--- src/rtl/button_debouncer_if.sv ---
// Button pin and debounced status grouped as one bundle.
// master drives the raw pin and observes the result; slave is the debouncer.
interface button_debouncer_if;
  logic btn_raw;
  logic btn_level;
  logic busy;

  modport master (
    output btn_raw,
    input  btn_level,
    input  busy
  );

  modport slave (
    input  btn_raw,
    output btn_level,
    output busy
  );
endinterface

--- src/rtl/button_debouncer.sv ---
// Button debouncer: two-flop synchronizer followed by a four-state
// qualification FSM. A new level is accepted only after it has held on the
// synchronized input for DEBOUNCE_CYCLES consecutive clocks; any bounce
// restarts qualification from zero.
//
// state        | meaning
// STABLE_LOW   | accepted level 0, watching for a rise
// WAIT_HIGH    | synchronized input is 1, qualifying the rise
// STABLE_HIGH  | accepted level 1, watching for a fall
// WAIT_LOW     | synchronized input is 0, qualifying the fall
module button_debouncer #(
  parameter int unsigned DEBOUNCE_CYCLES = 500000,
  parameter bit          ACTIVE_LOW      = 1'b0
) (
  input  logic              clk,
  input  logic              rst,
  button_debouncer_if.slave bus
);

  localparam int unsigned CNT_W = $clog2(DEBOUNCE_CYCLES + 1);
  localparam logic [CNT_W-1:0] CNT_LAST = CNT_W'(DEBOUNCE_CYCLES - 1);

  typedef enum logic [1:0] {
    STABLE_LOW  = 2'd0,
    WAIT_HIGH   = 2'd1,
    STABLE_HIGH = 2'd2,
    WAIT_LOW    = 2'd3
  } state_t;

  logic             btn_in;
  logic             s1;
  logic             s2;
  state_t           state_q;
  state_t           state_d;
  logic [CNT_W-1:0] cnt_q;
  logic [CNT_W-1:0] cnt_d;
  logic             level_q;
  logic             level_d;
  logic             busy_q;
  logic             busy_d;

  // Pull-up buttons are inverted here so everything downstream sees logical polarity.
  assign btn_in = bus.btn_raw ^ ACTIVE_LOW;

  // Two-flop synchronizer; reset to the released level.
  always_ff @(posedge clk or posedge rst) begin
    if (rst) begin
      s1 <= 1'b0;
      s2 <= 1'b0;
    end else begin
      s1 <= btn_in;
      s2 <= s1;
    end
  end

  // State, counter and registered outputs.
  always_ff @(posedge clk or posedge rst) begin
    if (rst) begin
      state_q <= STABLE_LOW;
      cnt_q   <= '0;
      level_q <= 1'b0;
      busy_q  <= 1'b0;
    end else begin
      state_q <= state_d;
      cnt_q   <= cnt_d;
      level_q <= level_d;
      busy_q  <= busy_d;
    end
  end

  // Next-state logic; the counter only advances below CNT_LAST so it never wraps.
  always_comb begin
    state_d = state_q;
    cnt_d   = cnt_q;
    level_d = level_q;
    case (state_q)
      STABLE_LOW: begin
        if (s2) begin
          state_d = WAIT_HIGH;
          cnt_d   = '0;
        end
      end
      WAIT_HIGH: begin
        if (!s2) begin
          state_d = STABLE_LOW;
          cnt_d   = '0;
        end else if (cnt_q == CNT_LAST) begin
          state_d = STABLE_HIGH;
          level_d = 1'b1;
          cnt_d   = '0;
        end else begin
          cnt_d = cnt_q + 1'b1;
        end
      end
      STABLE_HIGH: begin
        if (!s2) begin
          state_d = WAIT_LOW;
          cnt_d   = '0;
        end
      end
      WAIT_LOW: begin
        if (s2) begin
          state_d = STABLE_HIGH;
          cnt_d   = '0;
        end else if (cnt_q == CNT_LAST) begin
          state_d = STABLE_LOW;
          level_d = 1'b0;
          cnt_d   = '0;
        end else begin
          cnt_d = cnt_q + 1'b1;
        end
      end
      default: begin
        state_d = STABLE_LOW;
        cnt_d   = '0;
        level_d = 1'b0;
      end
    endcase
    busy_d = (state_d == WAIT_HIGH) || (state_d == WAIT_LOW);
  end

  assign bus.btn_level = level_q;
  assign bus.busy      = busy_q;

endmodule

--- src/flat_wrapper.sv ---
// flat-port wrapper written by rule: the top's interface ports become plain ports
module button_debouncer_flat 
#(
  parameter int unsigned DEBOUNCE_CYCLES = 500000,
  parameter bit          ACTIVE_LOW      = 1'b0
)
  (clk, rst, bus_btn_raw, bus_btn_level, bus_busy);
  button_debouncer_if bus_i ();
  input  logic clk;
  input  logic rst;
  input wire logic [$bits(bus_i.btn_raw)-1:0] bus_btn_raw;
  output wire logic [$bits(bus_i.btn_level)-1:0] bus_btn_level;
  output wire logic [$bits(bus_i.busy)-1:0] bus_busy;
  assign bus_i.btn_raw = bus_btn_raw;
  assign bus_btn_level = bus_i.btn_level;
  assign bus_busy = bus_i.busy;
  button_debouncer #(.DEBOUNCE_CYCLES(DEBOUNCE_CYCLES), .ACTIVE_LOW(ACTIVE_LOW)) u_core (.clk(clk), .rst(rst), .bus(bus_i));
endmodule
--- config.mk ---
export PLATFORM = sky130hd
export DESIGN_NAME = button_debouncer_flat
export DESIGN_NICKNAME = d
export VERILOG_FILES = /design/src/rtl/button_debouncer_if.sv /design/src/rtl/button_debouncer.sv /design/src/flat_wrapper.sv
export SDC_FILE = /design/constraint.sdc
export NUM_CORES = 1
export LEC_CHECK = 0
export ABC_CLOCK_PERIOD_IN_PS = 2000
export BUFFER_PORTS_ARGS = -buffer_cell sky130_fd_sc_hd__buf_4
export CAP_MARGIN = 20
export CORE_ASPECT_RATIO = 0.9
export CORE_UTILIZATION = 55
export CTS_BUF_LIST = sky130_fd_sc_hd__clkbuf_8
export DETAILED_ROUTE_END_ITERATION = 8
export GPL_TIMING_DRIVEN = 0
export HOLD_SLACK_MARGIN = 0.05
export PLACE_DENSITY = 0.73
export SYNTH_ARGS = -nofsm -noshare
export SYNTH_HDL_FRONTEND = slang
export SYNTH_SLANG_ARGS = --single-unit
--- constraint.sdc ---
create_clock -name clk -period 2 [get_ports clk]
set_input_delay 0.2 -clock clk [delete_from_list [all_inputs] [get_ports clk]]
set_output_delay 0.2 -clock clk [all_outputs]
set_load 0.02 [all_outputs]
==> reports/results.tsv <==
metric	value	unit
syn nets	143	
H-tree depth	1	
CTS tree	built	
fin crit share	101	%
post-synthesis cell count	139	
clk sinks	24	
global-route wire length before repair	4.59	mm
Worst Setup End Kind	flop	
max cap viols	0	
Starting Density	58.6	%
LEAKAGE	0.638	nW
Total Nets Final	158	
cell depth of the worst flop-to-flop path	7	
Slew headroom	39.7	%
vias	1119	
clk root buf	clkbuf_8	
Worst-Skew Late Latency	280	ps
vias in the first global route	974	
Num CTS Buffers	3	
Setup WS pre-CTS	-259	ps
fraction of layout cells with a size suffix above 1	20.9	%
hold slack	116	ps
Clock Path Buffers	2	
syn avg cell area	9.20	sq um
Core Region	0.00218	sq mm
minimum clock period	2010	ps
clock transition at the registers of the reported paths	90	ps
CP top delay family	simple AND/OR/NAND/NOR gates	
GP Congestion	0.841	
RR Endpoint	u_core.cnt_q[10]	
crit path DAT	2170	ps
largest stage delay on the critical path	560	ps
Via density	6.22	
critical path required time	2160	ps
I/O pin cnt	5	
DRT antenna net count	0	
Initial DRC Count	38	
total track usage	26.3	%
WP buf/inv	2	
top_reg_cell synth	dfrtp_1	
Finish-stage setup viols	2	
area growth from synthesis to layout	17.9	%
TNS Setup	-27.4	ps
worst min-delay path category	in -> async	
slowest CP cell	or4_4	
Setup crit start kind	flop	
antenna cells	0	
critical path fanouts, max	10	
largest net degree at the start of global routing	25	
RR Startpoint	u_core.cnt_q[11]	
Final Max Slew Viols	0	
Rows	16	
actual slew at the worst max-slew pin	903	ps
Clock Skews	7.19	ps
outcome	complete, but fails checks	
dpl hpwl	1.82	mm
Buffers on Ports	4	
aggregate global routing overflow	0	
Synth Register Bits	24	
Final Core Density	69.1	%
crit path cell chain	or4_4, nor4_4, buf_4, a21oi_4, buf_6, a21oi_2, mux2i_1	
Final Hold Viols	0	
Max VDD drop	0.667	mV
RSZ-0062 raised after global routing	true	
final wirelength	3.02	mm
Post-synth EDFFs	0	
post-synthesis sequential area ratio	47.0	%
post-synthesis cell area	0.00128	sq mm
Max Clk Rate	496	MHz
FF+latch area	603	sq um
die height	47.7	um
Register-to-Register Setup Slack	-10	ps
drt pass-1 iters	4	
asr flop ratio synth	100	%
Die Width	52.8	um
Avg WL per Cell	16.8	um
initial antenna violation count	0	
fill cell count	161	
PD cells	603	mW/mm^2
area of the multi-input gates	674	sq um
yosys warns	0	
Netlist cell types	35	
failing checks	setup timing	
kind of critical path	reg -> reg	
drc violations	0	
final setup margin	-15.0	ps
Die Footprint	0.00252	sq mm
[layout by cell type, fill, tap and decap left out, types with 3 or more instances in the layout]
| master | count |
|---|---|
| a21oi_1 | 7 |
| o21ai_0 | 6 |
| mux2i_1 | 3 |
| nand3_1 | 14 |
| clkbuf_8 | 4 |
| and2_1 | 4 |
| dfrtp_1 | 22 |
| or3_1 | 5 |
| a21o_1 | 5 |
| inv_1 | 8 |
| nand2_1 | 21 |
| buf_4 | 10 |
| nor3_1 | 4 |
| o21ai_1 | 3 |
[worst max-delay path by stage]
stage	from	cells past startpoint	end
after floorplan	u_core.cnt_q[0]	7	u_core.cnt_q[16]
after global placement	u_core.cnt_q[0]	8	u_core.cnt_q[10]
after detailed placement	u_core.cnt_q[0]	8	u_core.cnt_q[10]
after CTS	u_core.cnt_q[6]	7	u_core.cnt_q[3]
after global routing	u_core.cnt_q[11]	7	u_core.cnt_q[10]
final	u_core.cnt_q[11]	7	u_core.cnt_q[10]
[per-layer routing]
| metal | global-route usage (%) | wire, um |
|---|---|---|
| met1 | 34.4 | 1390 |
| met2 | 41.3 | 1460 |
| met4 | 13.7 | 44 |
| met3 | 6.35 | 131 |
| met5 | 0 | 0 |
[report_power, final]
group          switching (mW)  internal (mW)  total, mW
sequential            0.00835          0.491      0.500
clock                   0.164          0.176      0.340
combinational          0.0431         0.0261     0.0693
[cell families (layout without fill, tap and decap cells)]
logic type	after synthesis	after routing	share of synthesized area, %
buffers and inverters	12	26	4.70
adder cells (fa/ha/maj)	1	1	0.978
multiplexers	3	3	2.35
AND/OR/NAND/NOR	65	65	27.5
flip-flops	24	24	47.0
XOR/XNOR	3	3	2.06
AO/OA/AOI/OAI	31	31	15.5
[state kept, by name (all words and copies together), names as in the netlist]
| signal | flops |
|---|---|
| u_core.cnt_q | 19 |
| u_core.state_q | 2 |
| u_core.bus.btn_level | 1 |
| u_core.s1 | 1 |
| u_core.s2 | 1 |
[cell usage after synthesis, drive strengths merged (3+ instances only)]
cell type,number,area share [%]
a21o,5,2.9
a21oi,9,3.8
and2,4,2.0
dfrtp,24,47
inv,8,2.3
mux2i,3,2.3
nand2,21,6.2
nand3,14,5.5
nor2,4,1.2
nor3,5,2.0
o21ai,9,3.5
or3,6,3.0
[per-stage QoR]
step	cell area (sq um)	power, mW	std cells
final	1510	0.909	180
after global routing	1510	0.938	180
after CTS	1470	0.913	180
after detailed placement	1340	0.568	170
after global placement	1340	0.566	170
after floorplan	1280	0.549	139
[layout make-up]
| cell class | count | share of cell area (%) |
|---|---|---|
| multi-input combinational | 103 | 44.7 |
| sequential | 24 | 40.0 |
| timing repair buffer | 11 | 5.64 |
| clock buffer | 4 | 3.65 |
| tap | 27 | 2.24 |
| inverter | 8 | 1.99 |
| buffer | 3 | 1.74 |
[repair_timing]
action / 4_1_cts / 5_1_grt
endpoints found under the setup margin: 16 / 18
pin swaps: 2 / 4
endpoints found under the hold margin: 1 / 0
hold buffers: 1 / 0
gates resized for setup: 9 / 6
gates cloned: 1 / 0
setup buffers: 5 / 0
(Power assumes the default switching activity.)
